===== src/rtl/uengine_pkg.sv =====
// uengine_pkg: shared encodings for the engine register sweep.
// Holds the state set, the SPI frame field offsets and the rw codes.
package uengine_pkg;

    typedef enum logic [3:0] {
        IDLE   = 4'd0,
        SCAN   = 4'd1,
        LOAD   = 4'd2,
        START  = 4'd3,
        WAIT   = 4'd4,
        NEXT   = 4'd5,
        DONE   = 4'd6,
        VLOAD  = 4'd7,
        VSTART = 4'd8,
        VWAIT  = 4'd9,
        CHECK  = 4'd10
    } state_t;

    localparam int FRM_RW   = 31;
    localparam int FRM_CHIP = 28;
    localparam int FRM_ENG  = 24;
    localparam int FRM_ADDR = 16;
    localparam int FRM_DATA = 0;

    localparam logic RW_WRITE = 1'b0;
    localparam logic RW_READ  = 1'b1;

    function automatic logic [31:0] make_frame(
        input logic        rw,
        input logic [2:0]  chip,
        input logic [3:0]  eng,
        input logic [7:0]  addr,
        input logic [15:0] data
    );
        logic [31:0] f;
        f                  = '0;
        f[FRM_RW]          = rw;
        f[FRM_CHIP +: 3]   = chip;
        f[FRM_ENG +: 4]    = eng;
        f[FRM_ADDR +: 8]   = addr;
        f[FRM_DATA +: 16]  = data;
        return f;
    endfunction

endpackage


===== src/rtl/uengine_spi_timer.sv =====
// uengine_spi_timer: per-frame SPI completion timeout counter.
// Cleared at launch, counts while enabled, flags the last allowed cycle.
module uengine_spi_timer #(
    parameter int LIMIT = 1024
) (
    input  logic clk,
    input  logic rst_n,
    input  logic clear,
    input  logic enable,
    output logic expired
);

    localparam int W = (LIMIT > 1) ? $clog2(LIMIT) : 1;
    localparam logic [W-1:0] LAST = W'(LIMIT - 1);

    logic [W-1:0] cnt;

    always_ff @(posedge clk or negedge rst_n) begin
        if (!rst_n) begin
            cnt <= '0;
        end else if (clear) begin
            cnt <= '0;
        end else if (enable && !expired) begin
            cnt <= cnt + W'(1);
        end
    end

    assign expired = (cnt == LAST);

endmodule


===== src/rtl/uengine_reg_sweep.sv =====
// uengine_reg_sweep: writes one register in every present engine, PASS_COUNT times.
// Optional write/read-back verification with retry: UENGINE_SWEEP_READBACK_EN.
module uengine_reg_sweep
    import uengine_pkg::*;
#(
    parameter int ENGINE_COUNT   = 16,
    parameter int PASS_COUNT     = 2,
    parameter int TIMEOUT_CYCLES = 1024,
    parameter int MAX_RETRY      = 2
) (
    input  logic        SysClock,
    input  logic        SysResetN,
    input  logic        ModuleStart,
    output logic        ModuleDone,
    output logic        ModuleBusy,
    output logic [31:0] SPI_TX,
    output logic        SPI_START,
    input  logic        SPI_DONE,
    input  logic [31:0] SPI_RX,
    input  logic [15:0] EngineMap,
    input  logic [2:0]  ActualChipIndex,
    input  logic [7:0]  RegAddress,
    input  logic [15:0] RegData,
    input  logic [15:0] PassToggle,
    output logic [7:0]  ErrorCount
);

    localparam logic [4:0] ENG_LAST  = 5'(ENGINE_COUNT - 1);
    localparam logic [1:0] PASS_LAST = 2'(PASS_COUNT - 1);

    state_t      state;
    state_t      state_nx;
    state_t      adv_state;
    logic [4:0]  engine;
    logic [1:0]  pass;
    logic [15:0] wdata;
    logic        map_hit;
    logic        last_eng;
    logic        last_pass;
    logic        accept;
    logic        adv;
    logic        load_w;
    logic        err_inc;
    logic        tmr_clr;
    logic        tmr_en;
    logic        tmr_exp;

    assign wdata     = RegData ^ (pass[0] ? PassToggle : 16'h0000);
    assign map_hit   = (engine <= ENG_LAST) && EngineMap[engine[3:0]];
    assign last_eng  = (engine >= ENG_LAST);
    assign last_pass = (pass == PASS_LAST);
    // The final engine of the final pass goes straight to DONE, no extra wrap cycle.
    assign adv_state = (last_eng && last_pass) ? DONE : SCAN;

    uengine_spi_timer #(
        .LIMIT (TIMEOUT_CYCLES)
    ) u_timer (
        .clk     (SysClock),
        .rst_n   (SysResetN),
        .clear   (tmr_clr),
        .enable  (tmr_en),
        .expired (tmr_exp)
    );

`ifdef UENGINE_SWEEP_READBACK_EN
    logic       load_r;
    logic       fail;
    logic       retry_inc;
    logic       retry_left;
    logic [3:0] retry;
    logic       unused_rx;

    assign retry_left = ({28'd0, retry} < 32'(MAX_RETRY));
    assign unused_rx  = ^SPI_RX[31:16];

    always_ff @(posedge SysClock or negedge SysResetN) begin
        if (!SysResetN) begin
            retry <= '0;
        end else if (accept || adv) begin
            retry <= '0;
        end else if (retry_inc) begin
            retry <= retry + 4'd1;
        end
    end
`else
    logic unused_rx;
    assign unused_rx = ^{SPI_RX, 32'(MAX_RETRY), RW_READ};
`endif

    always_ff @(posedge SysClock or negedge SysResetN) begin
        if (!SysResetN) begin
            state <= IDLE;
        end else begin
            state <= state_nx;
        end
    end

    always_comb begin
        state_nx   = state;
        accept     = 1'b0;
        adv        = 1'b0;
        load_w     = 1'b0;
        err_inc    = 1'b0;
        tmr_clr    = 1'b0;
        tmr_en     = 1'b0;
        ModuleDone = 1'b0;
        ModuleBusy = 1'b1;
        SPI_START  = 1'b0;
`ifdef UENGINE_SWEEP_READBACK_EN
        load_r     = 1'b0;
        fail       = 1'b0;
        retry_inc  = 1'b0;
`endif
        unique case (state)
            IDLE: begin
                ModuleBusy = 1'b0;
                if (ModuleStart) begin
                    accept   = 1'b1;
                    state_nx = SCAN;
                end
            end
            SCAN: begin
                if (map_hit) begin
                    state_nx = LOAD;
                end else begin
                    adv      = 1'b1;
                    state_nx = adv_state;
                end
            end
            LOAD: begin
                load_w   = 1'b1;
                state_nx = START;
            end
            START: begin
                SPI_START = 1'b1;
                tmr_clr   = 1'b1;
                state_nx  = WAIT;
            end
            WAIT: begin
                tmr_en = 1'b1;
`ifdef UENGINE_SWEEP_READBACK_EN
                if (SPI_DONE) begin
                    state_nx = VLOAD;
                end else if (tmr_exp) begin
                    fail = 1'b1;
                end
`else
                if (SPI_DONE) begin
                    state_nx = NEXT;
                end else if (tmr_exp) begin
                    err_inc  = 1'b1;
                    state_nx = NEXT;
                end
`endif
            end
            NEXT: begin
                adv      = 1'b1;
                state_nx = adv_state;
            end
            DONE: begin
                ModuleDone = 1'b1;
                state_nx   = IDLE;
            end
`ifdef UENGINE_SWEEP_READBACK_EN
            VLOAD: begin
                load_r   = 1'b1;
                state_nx = VSTART;
            end
            VSTART: begin
                SPI_START = 1'b1;
                tmr_clr   = 1'b1;
                state_nx  = VWAIT;
            end
            VWAIT: begin
                tmr_en = 1'b1;
                if (SPI_DONE) begin
                    state_nx = CHECK;
                end else if (tmr_exp) begin
                    fail = 1'b1;
                end
            end
            CHECK: begin
                if (SPI_RX[15:0] == SPI_TX[FRM_DATA +: 16]) begin
                    state_nx = NEXT;
                end else begin
                    fail = 1'b1;
                end
            end
`endif
            default: begin
                ModuleBusy = 1'b0;
                state_nx   = IDLE;
            end
        endcase
`ifdef UENGINE_SWEEP_READBACK_EN
        if (fail) begin
            if (retry_left) begin
                retry_inc = 1'b1;
                state_nx  = LOAD;
            end else begin
                err_inc  = 1'b1;
                state_nx = NEXT;
            end
        end
`endif
    end

    always_ff @(posedge SysClock or negedge SysResetN) begin
        if (!SysResetN) begin
            engine     <= '0;
            pass       <= '0;
            ErrorCount <= '0;
            SPI_TX     <= '0;
        end else begin
            if (accept) begin
                engine     <= '0;
                pass       <= '0;
                ErrorCount <= '0;
            end
            if (adv) begin
                if (last_eng) begin
                    engine <= '0;
                    pass   <= last_pass ? 2'd0 : pass + 2'd1;
                end else begin
                    engine <= engine + 5'd1;
                end
            end
            if (err_inc && (ErrorCount != 8'hFF)) begin
                ErrorCount <= ErrorCount + 8'd1;
            end
            if (load_w) begin
                SPI_TX <= make_frame(RW_WRITE, ActualChipIndex,
                                     engine[3:0], RegAddress, wdata);
`ifdef UENGINE_SWEEP_READBACK_EN
            end else if (load_r) begin
                // Read frame carries the written word so CHECK can compare against it.
                SPI_TX <= make_frame(RW_READ, ActualChipIndex, engine[3:0],
                                     RegAddress, SPI_TX[FRM_DATA +: 16]);
`endif
            end else if (state == DONE) begin
                SPI_TX <= '0;
            end
        end
    end

endmodule


===== config.mk =====
export PLATFORM = sky130hd
export DESIGN_NAME = uengine_reg_sweep
export DESIGN_NICKNAME = d
export VERILOG_FILES = /design/src/rtl/uengine_pkg.sv /design/src/rtl/uengine_spi_timer.sv /design/src/rtl/uengine_reg_sweep.sv
export SDC_FILE = /design/constraint.sdc
export NUM_CORES = 1
export LEC_CHECK = 0
export CAP_MARGIN = 20
export CORE_ASPECT_RATIO = 0.7
export CORE_MARGIN = 4
export CORE_UTILIZATION = 30
export CTS_BUF_LIST = sky130_fd_sc_hd__clkbuf_2
export CTS_CLUSTER_SIZE = 40
export DETAILED_ROUTE_END_ITERATION = 10
export GPL_ROUTABILITY_DRIVEN = 0
export GPL_TIMING_DRIVEN = 0
export SETUP_SLACK_MARGIN = 0.5
export SLEW_MARGIN = 0
export SYNTH_ARGS = -nofsm -noshare
export SYNTH_HDL_FRONTEND = slang
export SYNTH_SLANG_ARGS = --single-unit

===== constraint.sdc =====
create_clock -name SysClock -period 3.05 [get_ports SysClock]
set_input_delay 0.61 -clock SysClock [delete_from_list [all_inputs] [get_ports SysClock]]
set_output_delay 0.61 -clock SysClock [all_outputs]
set_load 0.1 [all_outputs]

# [Yosys cells after proc, flatten, opt, wreduce, memory -nomap -nowiden]
# Index checks and enable logic that the tools add are counted.
[classes] addsub=4 order_cmp=3 n_eq_ne=11 mux=34 bitwise_logic=1 reduce_logical=12
[op_table] cell="$mux 32" n=2
[op_table] cell="$pmux 4 s6" n=1
[op_table] cell="$mux 10" n=2
[op_table] cell="$mux 16" n=1
[op_table] cell="$mux 8" n=2
[op_table] cell="$xor 16x16->16" n=1
[op_table] cell="$mux 5" n=3
[op_table] cell="$eq 4x3->1 const B" n=3
[op_table] cell="$mux 1" n=12
[op_table] cell="$mux 4" n=3
[op_table] cell="$add 10x1->10 const B" n=1
[op_table] cell="$eq 10x10->1 const B" n=1
[op_table] cell="$add 8x1->8 const B" n=1
[op_table] cell="$eq 4x2->1 const B" n=2
[op_table] cell="$mux 2" n=4
[op_table] cell="$ne 8x8->1 const B" n=1
[op_table] cell="$reduce_bool 2->1" n=4
[op_table] cell="$mux 3" n=2
[op_table] cell="$reduce_or 6->1" n=1
[op_table] cell="$add 5x1->5 const B" n=1
[op_table] cell="$ge 5x4->1 const B" n=1
[op_table] cell="$le 5x4->1 const B" n=1
[op_table] cell="$lt 4x5->1 const B" n=1
[op_table] cell="$bmux 1 s4" n=1
[op_table] cell="other kinds (10)" n=13
[word_totals] register_bits=61 elab_cells=71

# [Depth between registers and ports, before layout]
# Gate-level depths: netlist of the first run.
[depth] depth_word=6 depth_mapped=8

# [Modules after synthesis]
# From an unflattened synthesis of the first run, not the netlist that was laid out.
[hier_totals] hier_cells=352 hier_area_um2=3205.6
[modules_own_cells] module="uengine_reg_sweep" n_inst=1 cells_per_inst=296 area_each_um2=2640.0 seq_area_each_um2=1226.2
[modules_own_cells] module="uengine_spi_timer" n_inst=1 cells_per_inst=56 area_each_um2=565.5 seq_area_each_um2=250.2

# [Least setup slack after synthesis of the first run]
# OpenSTA, ideal clock, no wires.
[synth_path] kind="register to output" from="register state[0]" to="output ModuleDone" t_arrival_ns=2.375 t_required_ns=2.440 slack_ns=0.065 stages_incl_launch_ff=6 path_buffers=3 path_cell_list="dfrtp_1 buf_4 or2b_1 clkbuf_1 clkbuf_1 nor2_1"
[synth_between] elab_chain_cells=2
[synth_lines] item="from (decl)" line_no="uengine_reg_sweep.sv:31" text="state_t state;"
[synth_lines] item="from (signal assigned)" line_no="uengine_reg_sweep.sv:94" text="state <= state_nx;"
[synth_lines] item="$eq 4x3->1" line_no="uengine_reg_sweep.sv:114" text="unique case (state)"
[synth_lines] item="$mux 1" line_no="uengine_reg_sweep.sv:114"
[synth_lines] item="to (decl)" line_no="uengine_reg_sweep.sv:14" text="output logic ModuleDone,"
# No other way between the ends.

# [Final worst setup path of the first run]
# Same ends and word-level chain as after synthesis.

==> results.json, run 1 <==
{
  "end_kind": "output port",
  "power.density_nw_per_um2": 962,
  "design_area_sq_um": 4430,
  "cts.clk_slew.worst_paths_ns": 0.19,
  "critPathTopFamily": "buffers and inverters",
  "clock-sinks": 59,
  "dieArea_sq_um": 11800,
  "ctsLongestPathBuffers": 2,
  "drtAntennaViolNets": 0,
  "max_slew_margin": 0.344,
  "grt.overflow.total": 0,
  "grt_max_degree": 34,
  "syn_inst": 323,
  "yosys_most_used_dff": "dfrtp_1",
  "crit_path_cell_trace": "buf_6 -> or2b_4 -> buf_6 -> buf_6 -> nor2_4 -> buf_12",
  "cts_tree": "done",
  "dr_wl_met2_mm": 3.51,
  "die_h_um": 92.1,
  "met1_length_mm": 3.64,
  "crit_arrival_ns": 1.82,
  "ys_seq_area_frac": 0.487,
  "fin_ws_ns": 0.619,
  "antenna_found_initial": 1,
  "grt_pass1_wl_mm": 13.2,
  "status": "finished, final reports clean",
  "fin_hold_ws_ns": 0.106,
  "setup_violations": 0,
  "layout-drive-gt1-share": 0.107,
  "synthTopCellsByArea": "dfrtp_1 49%, nand2_1 9.0%, o21ai_0 6.8%, xor2_1 5.2%, mux4_2 3.7%",
  "fmax_ghz": 0.411,
  "rows": 30,
  "peakVddDrop_mv": 0.483,
  "synth_top_area_frac": 0.487,
  "required_ns": 2.44,
  "syn_area_sq_um": 3030,
  "yosysMostFrequentCell": "nand2_1",
  "intPower_w": 0.00182,
  "maxCapViolations": 0,
  "clkPwrFrac": 0.117,
  "placed_cell_area_sq_um": 4250,
  "p_comb_frac": 0.619,
  "die_w_um": 128,
  "synth.yosys.warnings": 0,
  "startpoint_type": "flip-flop",
  "dr.pass1.iters": 4,
  "synth_seq_cells": 59,
  "rsz0062_at_grt": "true",
  "finalCriticalPeriod_ns": 2.43,
  "start_util": 0.310,
  "core-area_sq_um": 9800,
  "p_seq_frac": 0.263,
  "routed_via_density": 4.59,
  "min_period_over_period": 0.797,
  "dp_hpwl_mm": 6.00,
  "top_layer": "met4",
  "fillers": 980,
  "ios": 138,
  "drtIter0Drc": 110,
  "tightest_slew_ns": 0.987,
  "grt_use_total": 0.139,
  "p_sw_w": 0.00243,
  "netlist_top_cells_count": "73 x nand2_1, 59 x dfrtp_1, 41 x o21ai_0, 18 x xor2_1, 15 x nor2_1",
  "fin_cells": 577,
  "cts_buffers": 9,
  "cp_slowest_cell": "dfrtp_1",
  "clock_latency_ns": 0.49,
  "htree_levels": 3,
  "synth_top_cell_by_area": "dfrtp_1",
  "drc": 0,
  "finalMaxSlewViolations": 0,
  "reg2reg_setup_slack_ns": 0.67,
  "nets": 542,
  "hold_viol": 0,
  "cellLeakagePower_nw": 2.06,
  "hp-class": "in2async",
  "cp_num_buf_inv": 4,
  "cts_hold_buf": 0,
  "slowest_delay_ns": 0.41,
  "finClkSkew_ns": 0.0195,
  "worst-path-max-fanout": 10,
  "synth_edf_count": 0,
  "worstSetupPathType": "reg2out",
  "syn_nets": 422,
  "drt-total-wl_mm": 7.84,
  "io_buffers": 104,
  "dp_slack_ns": -0.359,
  "vias": 2649,
  "area_growth_pct": 45.9,
  "ys_async_sr_fraction": 1.00,
  "switching_share": 0.572,
  "grt_pass1_vias": 2704,
  "cts_root_buf": "clkbuf_2",
  "synth.avg_cell_area_sq_um": 9.39,
  "dp.cells": 556,
  "synth_cell_types": 42,
  "cp_common_cell": "buf_6",
  "met3_length_um": 657,
  "post_drt_wl_per_cell_um": 13.6
}
==> path summary, 6_finish.rpt <==
path / from / endpoint / cells after the start
worst max-delay path: state[0] / ModuleDone / 6
worst min-delay path: SysResetN / SPI_TX[28] / 1
worst max register to register: engine[0] / pass[0] / 6
worst min register to register: SPI_TX[2] / SPI_TX[2] / 2
max in group asynchronous: SysResetN / u_timer.cnt[3] / 2
min in group SysClock: SPI_TX[2] / SPI_TX[2] / 2
==> stage by stage <==
step           total power, W   util  setup TNS [ns]
5_1_grt               0.00453  0.452               0
6_report              0.00426  0.452               0
4_1_cts               0.00422  0.443               0
3_3_place_gp          0.00380  0.433          -34.21
2_1_floorplan         0.00313      -               0
3_5_place_dp          0.00383  0.434          -0.453
==> layer usage <==
| layer | up-vias | global-route usage |
|---|---|---|
| met5 | - | 0 |
| met4 | 0 | 0.0186 |
| met3 | 4 | 0.0634 |
| met2 | 66 | 0.214 |
| met1 | 1241 | 0.184 |
| li1 | 1338 | - |
==> cell families (layout without fill, tap and decap cells) <==
logic type               count (synthesis)  after routing  share of synthesized area
XOR/XNOR                                25             25                     0.0722
buffers and inverters                   29            154                     0.0445
AND/OR/NAND/NOR                        129            129                      0.193
adder cells (fa/ha/maj)                  4              4                     0.0165
multiplexers                            11             11                     0.0569
other                                    1              2                    0.00124
flip-flops                              59             59                      0.487
AO/OA/AOI/OAI                           65             65                      0.129
==> cell type report <==
class | count | area [sq um] | share of cell area
Timing Repair Buffer | 109 | 1060 | 0.239
Tap cell | 128 | 160 | 0.0362
Sequential cell | 59 | 1480 | 0.334
Antenna cell | 1 | 2.50 | 0.000565
Clock buffer | 10 | 50.0 | 0.0113
Inverter | 9 | 33.8 | 0.00763
Buffer | 20 | 138 | 0.0311
Multi-Input combinational cell | 235 | 1440 | 0.326
Clock inverter | 6 | 66.3 | 0.0150
==> timing repair <==
| action | 4_1_cts | 5_1_grt |
|---|---|---|
| setup buffers | 0 | 3 |
| setup endpoints to repair | 42 | 6 |
| cloned | 0 | 1 |
| resized for setup | 67 | 22 |
==> cells in the final DEF (no fill, tap or decap), types with 3 or more instances in the layout <==
master	count
a21o_1	6
a21oi_1	7
and3_1	5
buf_12	3
buf_2	3
buf_4	5
buf_6	7
clkbuf_1	8
clkbuf_2	11
clkdlybuf4s50_1	61
clkinvlp_4	3
dfrtp_1	59
dlygate4sd2_1	37
ha_1	4
inv_1	9
mux2i_1	6
mux4_2	5
nand2_1	73
nand3_1	11
nor2_1	14
nor3_1	7
nor3b_1	4
o21ai_0	41
xnor2_1	7
xor2_1	18
==> registers in the layout (all words and copies together), names as in the netlist <==
name         count
pass             2
ErrorCount       8
SPI_TX          31
engine           5
u_timer.cnt     10
state            3
==> power by group through the flow <==
stage | clock network, W | registers [W] | logic, W
after detailed placement | 0 | 0.00115 | 0.00268
after global placement | 0 | 0.00114 | 0.00266
after CTS | 0.000520 | 0.00112 | 0.00257
after global routing | 0.000558 | 0.00115 | 0.00282
after floorplan | 0 | 0.00240 | 0.000732
final | 0.000500 | 0.00112 | 0.00264
Note: power is estimated with default switching activity, not from simulation.
==> inputs of run 2 (changes only) <==
==> constraint.sdc (replaced) <==
create_clock -name SysClock -period 2.4 [get_ports SysClock]
set_input_delay 0.48 -clock SysClock [delete_from_list [all_inputs] [get_ports SysClock]]
set_output_delay 0.48 -clock SysClock [all_outputs]
set_load 0.1 [all_outputs]
==> run 2 against run 1 <==
Core utilization is 1.9 points higher. Critical path depth up 2. Clock skew decreased by 0.0073 ns. Global-route usage is 0.64 points higher. Critical endpoint is now ErrorCount[4].
==> results.json, run 2 (synthesis gave the netlist of run 1 again) <==
{
  "status": "finished, final reports clean",
  "drtAntennaViolNets": 0,
  "n_antenna_cell": 0,
  "peakVddDrop_mv": 0.736,
  "drtIter0Drc": 150,
  "setup_violations": 0,
  "drc": 0,
  "cp-endpoint": "ErrorCount[4]",
  "area_growth_pct": 52.0,
  "cp_common_cell": "buf_6",
  "largest_reg_flops": 31,
  "end_kind": "flip-flop",
  "finClkSkew_ns": 0.0122,
  "routed_via_density": 4.75,
  "final_common_cell": "nand2_1",
  "reg2reg_setup_slack_ns": 0.07,
  "cts_root_buf": "clkbuf_2",
  "cellLeakagePower_nw": 2.12,
  "dr_wl_met2_mm": 3.88,
  "cts_tree": "done",
  "dieArea_sq_um": 11800,
  "dp_hpwl_mm": 5.98,
  "nets": 557,
  "finalCriticalPeriod_ns": 2.33,
  "cp_num_buf_inv": 3,
  "grt_pass1_vias": 2790,
  "maxCapViolations": 0,
  "crit_arrival_ns": 2.71,
  "final_cell_mix": "72 x nand2_1, 61 x clkdlybuf4s50_1, 57 x dfrtp_1",
  "post_drt_wl_per_cell_um": 14.3,
  "rows": 30,
  "slowest_delay_ns": 0.52,
  "power.density_nw_per_um2": 1230,
  "finalMaxSlewViolations": 0,
  "die_h_um": 92.1,
  "vias": 2809,
  "reg_top3": "SPI_TX x31, u_timer.cnt x10, ErrorCount x8",
  "cts_buffers": 9,
  "largest-register": "SPI_TX",
  "ios": 138,
  "clock-sinks": 59,
  "min_period_over_period": 0.969,
  "io_buffers": 104,
  "fmax_ghz": 0.430,
  "rr_startpoint": "state[1]",
  "top_layer": "met4",
  "layout-drive-gt1-share": 0.274,
  "start_util": 0.310,
  "critPathTopFamily": "simple AND/OR/NAND/NOR gates",
  "cp_slowest_cell": "or4b_4",
  "clock_latency_ns": 0.48,
  "tightest_slew_ns": 0.514,
  "grt_use_total": 0.145,
  "crit_path_start": "state[1]",
  "hold_viol": 0,
  "cp_num_cells": 8,
  "met1_length_mm": 3.84,
  "rsz0062_at_grt": "true",
  "startpoint_type": "flip-flop",
  "dr.pass1.iters": 4,
  "worstSetupPathType": "reg2reg",
  "crit_path_cell_trace": "buf_6 -> or4b_4 -> or4_4 -> buf_6 -> a31o_4 -> buf_6 -> mux2i_1 -> a21o_1",
  "ctsLongestPathBuffers": 2,
  "max_slew_margin": 0.658,
  "drt-total-wl_mm": 8.45,
  "grt_max_degree": 40,
  "worst-path-max-fanout": 5,
  "cts.clk_slew.worst_paths_ns": 0.18,
  "ff2ff_path_depth": 8,
  "fin_hold_ws_ns": 0.477,
  "r2r-end": "ErrorCount[4]",
  "htree_levels": 3,
  "die_w_um": 128,
  "antenna_found_initial": 0,
  "grt_pass1_wl_mm": 13.9,
  "required_ns": 2.78,
  "core-area_sq_um": 9800,
  "finish.utilization": 0.471,
  "hp-class": "in2async",
  "grt.overflow.total": 0,
  "met3_length_um": 676
}
-- run 2: how the worst min path moves through the flow --
stage / startpoint / end / slack [ns] / depth (start not counted)
after floorplan: SysResetN / ErrorCount[0] / 0.18 / 0
after global placement: SPI_TX[8] / SPI_TX[8] / 0.46 / 2
after detailed placement: SPI_TX[27] / SPI_TX[27] / 0.47 / 2
after CTS: SysResetN / engine[3] / 0.45 / 2
after global routing: ActualChipIndex[2] / SPI_TX[30] / 0.46 / 3
final: SysResetN / SPI_TX[20] / 0.48 / 2
-- run 2: cell type report --
cell class / count / area [sq um]
fillers: 970 / 5180
multi-input cells: 235 / 1570
flip-flops and latches: 59 / 1480
repair buffers: 124 / 1080
plain buffers: 20 / 186
well taps: 128 / 160
clock inverters: 6 / 56.3
clock buffers: 10 / 50.0
inverters: 9 / 33.8
-- run 2: layer usage --
metal | track usage | vias to the layer above
met3 | 0.0617 | 9
li1 | - | 1371
met5 | 0 | -
met2 | 0.224 | 95
met1 | 0.193 | 1334
met4 | 0.0247 | 0
-- run 2: stage by stage --
stage | setup WS, ns | instance area, sq um | setup TNS [ns] | total power [W] | std cells
2_1_floorplan | 0.153 | 3100 | 0 | 0.00407 | 323
3_3_place_gp | -1.35 | 4300 | -71.20 | 0.00493 | 555
3_5_place_dp | -0.744 | 4320 | -4.65 | 0.00497 | 556
4_1_cts | 0.0499 | 4510 | 0 | 0.00569 | 589
5_1_grt | 0.00200 | 4610 | 0 | 0.00603 | 591
6_report | 0.0750 | 4610 | 0 | 0.00569 | 591
-- run 2: report_power, final --
part           internal, W  total, W  switching (W)
registers          0.00128   0.00143       0.000153
logic             0.000950   0.00364        0.00269
clock network     0.000236  0.000617       0.000381
-- run 2: what timing repair did --
action                                  in CTS  in global routing
hold buffers                                 1                  0
endpoints found under the setup margin      69                 41
pin swaps                                    8                 10
cloned                                       1                  0
resized for setup                          262                 29
endpoints found under the hold margin       20                  0
buffers inserted                            15                  2
==> inputs of run 3 (changes only) <==
--- a/config.mk
+++ b/config.mk
@@ -5,7 +5,6 @@
 export SDC_FILE = /design/constraint.sdc
 export NUM_CORES = 1
 export LEC_CHECK = 0
-export CAP_MARGIN = 20
 export CORE_ASPECT_RATIO = 0.7
 export CORE_MARGIN = 4
 export CORE_UTILIZATION = 30
==> results of run 3 <==
Same layout as run 2: the final DEF is identical, and so are final timing and power.
